**src/rtl/ethclk_supervisor.sv**
```systemverilog
`default_nettype none
// ============================================================================
// Module   : ethclk_supervisor
// Brief    : Resets the recovered-clock PLL, waits for lock, checks the
//            recovered clock frequency and publishes a qualified clk_ok.
// Revision : 1.0
// ============================================================================
module ethclk_supervisor #(
    parameter int RST_CYCLES   = 64,
    parameter int LOCK_TIMEOUT = 65535,
    parameter int WINDOW       = 4096,
    parameter int EXP_EDGES    = 256,
    parameter int TOL          = 4
) (
    input  logic        clk,
    input  logic        rstn,
    input  logic        pll_locked,
    input  logic        tick_tgl,
    input  logic        force_rst,
    output logic        pll_rst,
    output logic        clk_ok,
    output logic [7:0]  retry_cnt,
    output logic [15:0] freq_cnt
);

    typedef enum logic [1:0] {
        ST_RST       = 2'd0,
        ST_WAIT_LOCK = 2'd1,
        ST_MEAS      = 2'd2,
        ST_OK        = 2'd3
    } state_t;

    localparam logic [15:0]        C_RST_LAST  = 16'(RST_CYCLES - 1);
    localparam logic [15:0]        C_LOCK_LAST = 16'(LOCK_TIMEOUT - 1);
    localparam logic [15:0]        C_WIN_LAST  = 16'(WINDOW - 1);
    localparam logic signed [16:0] C_EXP       = 17'(EXP_EDGES);
    localparam logic signed [16:0] C_TOL       = 17'(TOL);

    logic        lock_meta_q, lock_s_q;
    logic        tgl_meta_q, tgl_s_q, tgl_prev_q;

    state_t      state_q, state_d;
    logic [15:0] cnt_q, cnt_d;
    logic [15:0] edge_cnt_q, edge_cnt_d;
    logic [7:0]  retry_cnt_q, retry_cnt_d;
    logic [15:0] freq_cnt_q, freq_cnt_d;
    logic        pll_rst_q, pll_rst_d;
    logic        clk_ok_q, clk_ok_d;

    logic               w_edge;
    logic [15:0]        w_edge_sum;
    logic signed [16:0] w_diff;
    logic               w_in_range;
    logic [7:0]         w_retry_inc;

    always_comb begin
        w_edge      = tgl_s_q ^ tgl_prev_q;
        // The window total includes the current cycle's edge and sticks at all-ones.
        w_edge_sum  = (edge_cnt_q == 16'hFFFF) ? 16'hFFFF : edge_cnt_q + {15'd0, w_edge};
        w_diff      = $signed({1'b0, w_edge_sum}) - C_EXP;
        w_in_range  = (w_diff >= -C_TOL) && (w_diff <= C_TOL);
        w_retry_inc = (retry_cnt_q == 8'hFF) ? 8'hFF : retry_cnt_q + 8'd1;

        state_d     = state_q;
        cnt_d       = cnt_q + 16'd1;
        edge_cnt_d  = w_edge_sum;
        retry_cnt_d = retry_cnt_q;
        freq_cnt_d  = freq_cnt_q;

        if (force_rst) begin
            state_d    = ST_RST;
            cnt_d      = 16'd0;
            edge_cnt_d = 16'd0;
        end else begin
            case (state_q)
                ST_RST: begin
                    if (cnt_q == C_RST_LAST) begin
                        state_d = ST_WAIT_LOCK;
                        cnt_d   = 16'd0;
                    end
                end
                ST_WAIT_LOCK: begin
                    if (lock_s_q) begin
                        state_d    = ST_MEAS;
                        cnt_d      = 16'd0;
                        edge_cnt_d = 16'd0;
                    end else if (cnt_q == C_LOCK_LAST) begin
                        state_d     = ST_RST;
                        cnt_d       = 16'd0;
                        retry_cnt_d = w_retry_inc;
                    end
                end
                ST_MEAS, ST_OK: begin
                    // Lock loss wins over a window ending in the same cycle.
                    if (!lock_s_q) begin
                        state_d     = ST_RST;
                        cnt_d       = 16'd0;
                        retry_cnt_d = w_retry_inc;
                    end else if (cnt_q == C_WIN_LAST) begin
                        freq_cnt_d = w_edge_sum;
                        cnt_d      = 16'd0;
                        edge_cnt_d = 16'd0;
                        if (w_in_range) begin
                            state_d = ST_OK;
                        end else begin
                            state_d     = ST_RST;
                            retry_cnt_d = w_retry_inc;
                        end
                    end
                end
                default: begin
                    state_d = ST_RST;
                    cnt_d   = 16'd0;
                end
            endcase
        end

        pll_rst_d = (state_d == ST_RST);
        clk_ok_d  = (state_d == ST_OK);
    end

    always_ff @(posedge clk or negedge rstn) begin
        if (!rstn) begin
            lock_meta_q <= 1'b0;
            lock_s_q    <= 1'b0;
            tgl_meta_q  <= 1'b0;
            tgl_s_q     <= 1'b0;
            tgl_prev_q  <= 1'b0;
            state_q     <= ST_RST;
            cnt_q       <= 16'd0;
            edge_cnt_q  <= 16'd0;
            retry_cnt_q <= 8'd0;
            freq_cnt_q  <= 16'd0;
            pll_rst_q   <= 1'b1;
            clk_ok_q    <= 1'b0;
        end else begin
            lock_meta_q <= pll_locked;
            lock_s_q    <= lock_meta_q;
            tgl_meta_q  <= tick_tgl;
            tgl_s_q     <= tgl_meta_q;
            tgl_prev_q  <= tgl_s_q;
            state_q     <= state_d;
            cnt_q       <= cnt_d;
            edge_cnt_q  <= edge_cnt_d;
            retry_cnt_q <= retry_cnt_d;
            freq_cnt_q  <= freq_cnt_d;
            pll_rst_q   <= pll_rst_d;
            clk_ok_q    <= clk_ok_d;
        end
    end

    assign pll_rst   = pll_rst_q;
    assign clk_ok    = clk_ok_q;
    assign retry_cnt = retry_cnt_q;
    assign freq_cnt  = freq_cnt_q;

endmodule
`default_nettype wire

```
**config.mk**
```make
export PLATFORM = sky130hd
export DESIGN_NAME = ethclk_supervisor
export DESIGN_NICKNAME = d
export VERILOG_FILES = /design/src/rtl/ethclk_supervisor.sv
export SDC_FILE = /design/constraint.sdc
export NUM_CORES = 1
export LEC_CHECK = 0
export CAP_MARGIN = 20
export CORE_ASPECT_RATIO = 2
export CORE_MARGIN = 5
export CORE_UTILIZATION = 35
export DETAILED_ROUTE_END_ITERATION = 8
export PLACE_DENSITY = 0.63
export SLEW_MARGIN = 20
export SYNTH_ARGS = -nofsm -noshare
export SYNTH_HDL_FRONTEND = slang
export SYNTH_SLANG_ARGS = --single-unit
```
**constraint.sdc**
```tcl
create_clock -name clk -period 5.2 [get_ports clk]
set_input_delay 1.04 -clock clk [delete_from_list [all_inputs] [get_ports clk]]
set_output_delay 1.04 -clock clk [all_outputs]
set_load 0.03 [all_outputs]
```
Word-level counts from Yosys, hierarchy flattened:

Index checks and enable logic that the tools add are counted.

* register bits: 65
* bits of input ports: 5
* output and inout bits: 26

* $add $sub $neg: 4
* magnitude comparators: 2
* equal/unequal tests: 13
* muxes and demuxes: 28
* bitwise logic cells: 2
* reductions and logical operators: 7

Operators with widths (number)
* two-way mux 16 bit: 11
* two-way mux 8 bit: 6
* case mux 16 bit (3 select lines): 1
* equality test 16 bit, second input constant: 2
* case mux 16 bit (2 select lines): 1
* >= comparator 17 x 3 -> 1 bit, second input constant: 1
* <= comparator 17 x 4 -> 1 bit, second input constant: 1
* subtractor 16 x 9 -> 17 bit, second input constant: 1
* adder 16 x 1 -> 16 bit: 1
* adder 16 x 1 -> 16 bit, second input constant: 1
* equality test 16 x 12 -> 1 bit, second input constant: 1
* equality test 16 x 6 -> 1 bit, second input constant: 1
* case mux 8 bit (2 select lines): 1
* two-way mux 2 bit: 7
* adder 8 x 1 -> 8 bit, second input constant: 1
* equality test 8 bit, second input constant: 1
* equality test 2 bit, second input constant: 3
* != test 3 bit, second input constant: 2
* case mux 2 bit (3 select lines): 1
* AND reduction 6 bit: 1
* zero test 2 bit: 2
* != test 2 bit, second input constant: 2
* AND reduction 4 bit: 1
* equality test 2 x 1 -> 1 bit, second input constant: 1
* 5 further kinds: 5

Depth between registers and ports, before layout:

* depth after elaboration: 12
* gate-level depth with buffers: 18
* depth with buffers taken out: 17

Worst setup path after synthesis:

No wires, ideal clock.

* path type: register to register
* start: reg tgl_prev_q
* end: reg retry_cnt_q[5] (netlist: retry_cnt[5])
* library setup time: 0.128 ns
* arrival: 3.708 ns
* data required time: 5.072 ns
* slack: 1.365 ns
* cell stages (with the launch flop): 17
* path buffers: 1
* cells stage by stage: dfrtp_1 > xor2_1 > ha_1 > ha_1 > buf_2 > nand3_4 > or3_1 > and3_4 > ha_1 > nor4_1 > a221oi_1 > a21oi_1 > nor3_1 > a32oi_2 > a31oi_4 > nor4b_2 > mux2_1

* cells in the longest elaborated chain, start to end: 8

Ends and longest elaborated chain
* start: declaration: line 40 `logic tgl_meta_q, tgl_s_q, tgl_prev_q;`
* start signal: assignment: line 141 `tgl_prev_q <= tgl_s_q;`
* XOR 1 bit *: line 57 `w_edge = tgl_s_q ^ tgl_prev_q;`
* adder 16 x 1 -> 16 bit *: line 59 `w_edge_sum = (edge_cnt_q == 16'hFFFF) ? 16'hFFFF : edge_cnt_q + {15'd0, w_edge};`
* two-way mux 16 bit *: line 59
* subtractor 16 x 9 -> 17 bit *: line 60 `w_diff = $signed({1'b0, w_edge_sum}) - C_EXP;`
* >= comparator 17 x 3 -> 1 bit or <= comparator 17 x 4 -> 1 bit (tied branches): line 61 `w_in_range = (w_diff >= -C_TOL) && (w_diff <= C_TOL);`
* logical AND 1 bit *: line 61
* != test 3 bit (no line) *
* AND reduction 6 bit (no line) *
* end signal: assignment: line 145 `retry_cnt_q <= retry_cnt_d;`
* end: declaration: line 45 `logic [7:0] retry_cnt_q, retry_cnt_d;`

Every way passes the cells marked *; elsewhere a longest branch is shown, timed or not.
A chain may end at the register's enable or synchronous reset.

Worst setup path in the final report:

* start: reg tgl_prev_q
* end: reg retry_cnt_q[6] (netlist: retry_cnt[6])

Same word-level chain as after synthesis.

==> results.txt <==
----------------------------------------------------
[Status]
  Status ... completed

[Global route]
  GR Overflow Total ... 0
  Pin count of the biggest net entering global routing ... between 60 and 70
  Wire length of the first global-routing pass ... about 14000 µm
  Antenna violations before repair ... 0
  Number of global-route vias before repair ... between 2k and 3k
  Overall global routing resource usage ... 15.2%

[Yosys]
  Post-synthesis async set-or-reset flop share ... 100%
  Most common flop cell mapped by yosys ... sky130_fd_sc_hd__dfrtp_1
  Post-synth net total ... ~370
  YS warnings ... 0
  Mapped Avg Cell Area ... approximately 9.6 µm²
  Count of flip-flops with a built-in enable after synthesis ... 0
  Unique cell type count in the Yosys netlist ... 63
  Fraction of post-synthesis cell area in the top cell type by area ... 46.4%
  Top cells by count, synth ... sky130_fd_sc_hd__dfrtp_1, sky130_fd_sc_hd__nor2_1, sky130_fd_sc_hd__nand2_1
  Gate Count Post-Synth ... 360
  Most instantiated library cell after synthesis ... sky130_fd_sc_hd__dfrtp_1
  Post-synthesis cell type with the largest combined area ... sky130_fd_sc_hd__dfrtp_1
  Post-synthesis register bit count ... between 60 and 70
  Synth Cell Area ... 3450 µm²
  Post-synthesis sequential area ratio ... a little under half
  Main area contributors after synthesis ... sky130_fd_sc_hd__dfrtp_1, sky130_fd_sc_hd__nor2_1, sky130_fd_sc_hd__nand2_1

[Final layout]
  Count of inserted antenna diode cells ... 0
  Final Net Count ... ~400
  Area grow syn2layout ... 20.2%
  Finished layout cell area ... slightly above 4000 µm²
  Fin util ... a little over two fifths
  Proportion of layout cells with a drive suffix above 1 ... approximately 9.2%

[Power]
  Internal power contribution ... 0.000921 W
  Power per Cell Area ... 281 nW/µm²
  Leak ... roughly 1.7 nW
  Comb pwr share ... around 4%
  Switching part of the total power ... a little over a fifth
  Sequential group share of total power ... approximately 45%
  Share of total power in the clock network ... roughly half
  Overall power ... 0.00117 W
  Psw ... approximately 0.00024 W
  Worst VDD drop ... just under 300 µV

[Timing]
  Final-report hold violation count ... 0
  Max Slew Vio Count ... 0
  Fmax achieved ... between 0.2 and 0.25 GHz
  Measured slew at the worst slew-check pin ... 877 ps
  Worst setup skew after layout ... ~8.5 ps
  Post-route clock period utilization ... approximately four fifths
  Headroom to the max-slew limit ... about 41%
  Total negative slack ... 0 ps
  Tmin final ... between 4000 and 5000 ps
  Count of endpoints failing setup in the final report ... 0
  Setup repair after global routing missed its margin ... no

[Routing]
  Met3 Wirelength ... 213 µm
  Detail-routed via count per cell ... ~5.2
  Total detailed-routing wirelength ... a little over 8000 µm
  Amount of wire on met2 after detailed routing ... ~4500 µm
  DRC errors left ... 0
  Total iterations of the first detailed-routing run ... 6
  DRT antenna net count ... 0
  Total vias in the final route ... around 2.7k
  Wire per inst ... 15.7 µm
  Initial DRC Count ... about 130
  WL met1 ... about 3100 µm
  Highest routed layer ... met4

[Job]
  Count of max-cap constraint violations ... 0

[Floorplanning]
  Die Y-Extent ... roughly 150 µm
  # rows ... ~50
  Number of top-level pins ... 31
  Area of the die ... around 12000 µm²
  Initial core utilization ... between 30% and 40%
  Die outline width ... about 80 µm
  Placeable core region ... 9700 µm²

[Setup path]
  Maximum cell stage delay along the critical path ... approximately 400 ps
  Req. time, crit path ... 5410 ps
  CP startpoint kind ... flop
  CP arrival ... roughly 4400 ps
  Kind of end point of the critical path ... flop
  Dominant cell type by count on the critical path ... sky130_fd_sc_hd__ha_1
  Critical path start-end classification ... flop to flop
  Slowest stage cell, crit path ... sky130_fd_sc_hd__or3_1
  Highest fanout seen on the critical path ... 10
  Cells traversed along the worst timing path ... xor2_1 -> ha_1 -> ha_1 -> nand3_4 -> or3_1 -> and3_4 -> ha_1 -> nor4_1 -> a221oi_1 -> a21oi_1 -> nor3_1 -> a32oi_2 -> a31oi_4 -> nor4_2 -> mux2_1

[Clock tree]
  Setup fix buffers added after clock tree synthesis ... 0
  Depth of the CTS H-tree ... 3
  Worst-Skew Late Latency ... 320 ps
  Clock tree from TritonCTS ... built
  Clock Path Buffers ... 2
  Number of buffers added by the clock tree synthesis step ... 9
  Hold buffer count at cts ... 0
  Root buffer selected by CTS ... sky130_fd_sc_hd__clkbuf_16
  Clock-pin slew of the registers on the worst-case setup and hold paths ... around 60 ps
  Number of clock sinks seen by CTS ... 65
  Count of cells resized by post-cts repair ... 0

[Placement]
  HPWL Detailed ... 6150 µm
  Cell Area, Placed ... 3850 µm²
  Routability congestion estimate ... around 0.91
  Count of port buffers added during placement ... 30

[Min path]
  Tightest Hold Check Type ... flop to flop

----------------------------------------------------
-- cells by family (layout without fill, tap and decap cells) --
family / after synthesis / in the layout / share of synthesized area, %
muxes: 13 / 13 / 4.21
AOI/OAI and AO/OA: 52 / 52 / 10.3
buffers and inverters: 20 / 51 / 2.54
and+or+nand+nor: 182 / 182 / 27.9
DFF: 65 / 65 / 47.2
xor gates and xnor gates: 21 / 21 / 5.33
adders and majority gates: 7 / 7 / 2.54
-- metal layers --
layer	global-route usage [%]	vias to the layer above
li1	-	1327
met1	15.8	1318
met2	26.9	53
met3	2.93	30
met4	10.3	0
met5	0	-
-- critical path, delay by kind of cell, from the launching register on --
family	cells	cell delay (ps)
simple gates	6	1490
compound gates	4	930
fa+ha+maj	3	820
flops	1	370
mux	1	340
xor+xnor	1	160
-- worst paths after layout --
path | slack [ps] | cells after the start | end | startpoint
min | 360 | 0 | tgl_s_q | tgl_meta_q
max reg2reg | 970 | 15 | retry_cnt[6] | tgl_prev_q
max | 970 | 15 | retry_cnt[6] | tgl_prev_q
min in group asynchronous | 900 | 2 | cnt_q[5] | rstn
min reg2reg | 360 | 0 | tgl_s_q | tgl_meta_q
max in group asynchronous | 3740 | 2 | edge_cnt_q[14] | rstn
-- power by group through the flow --
stage           logic, W  registers, W  clock network (W)
2_1_floorplan  0.0000222      0.000530                  0
3_3_place_gp   0.0000467      0.000530                  0
3_5_place_dp   0.0000478      0.000530                  0
4_1_cts        0.0000480      0.000522           0.000614
5_1_grt        0.0000532      0.000523           0.000640
6_report       0.0000464      0.000522           0.000597
-- cells in the final DEF, fill, tap and decap left out, types with 3 or more instances in the layout --
cell,instances
sky130_fd_sc_hd__nand4_1,9
sky130_fd_sc_hd__nand2_1,44
sky130_fd_sc_hd__clkbuf_16,9
sky130_fd_sc_hd__xnor2_1,8
sky130_fd_sc_hd__clkdlybuf4s50_1,29
sky130_fd_sc_hd__inv_1,4
sky130_fd_sc_hd__nand3_1,16
sky130_fd_sc_hd__mux2i_1,4
sky130_fd_sc_hd__mux2_1,6
sky130_fd_sc_hd__ha_1,7
sky130_fd_sc_hd__o21ai_0,21
sky130_fd_sc_hd__nor4_2,3
sky130_fd_sc_hd__xor2_1,13
sky130_fd_sc_hd__clkinv_2,3
sky130_fd_sc_hd__a21oi_1,8
sky130_fd_sc_hd__and2_1,3
sky130_fd_sc_hd__a31oi_1,3
sky130_fd_sc_hd__or3_1,3
sky130_fd_sc_hd__dfrtp_1,64
sky130_fd_sc_hd__nor4_1,5
sky130_fd_sc_hd__nor2_1,54
sky130_fd_sc_hd__nor3_1,12
sky130_fd_sc_hd__and3_1,7
-- state kept, by name (all words and copies together), names as in the netlist --
register     flops
cnt_q           16
pll_rst          1
tgl_s_q          1
lock_meta_q      1
retry_cnt        8
edge_cnt_q      16
clk_ok           1
state_q          2
tgl_meta_q       1
tgl_prev_q       1
lock_s_q         1
freq_cnt        16
-- area by class of cell --
type,count,area [µm²]
Fill cell,986,5550
Tap cell,132,165
Timing Repair Buffer,31,303
Sequential cell,65,1630
Clock inverter,3,40.0
Inverter,5,20.0
Multi-Input combinational cell,275,1730
Clock buffer,12,256
-- metrics by stage --
| stage | hold slack, ps | instances | setup slack (ps) |
|---|---|---|---|
| floorplan | 331 | 360 | 1360 |
| global placement | 334 | 508 | 1080 |
| detailed placement | 349 | 508 | 972 |
| CTS | 366 | 523 | 975 |
| global route | 375 | 523 | 749 |
| finish | 359 | 523 | 973 |
No activity file was read; power rests on OpenSTA's default activity.
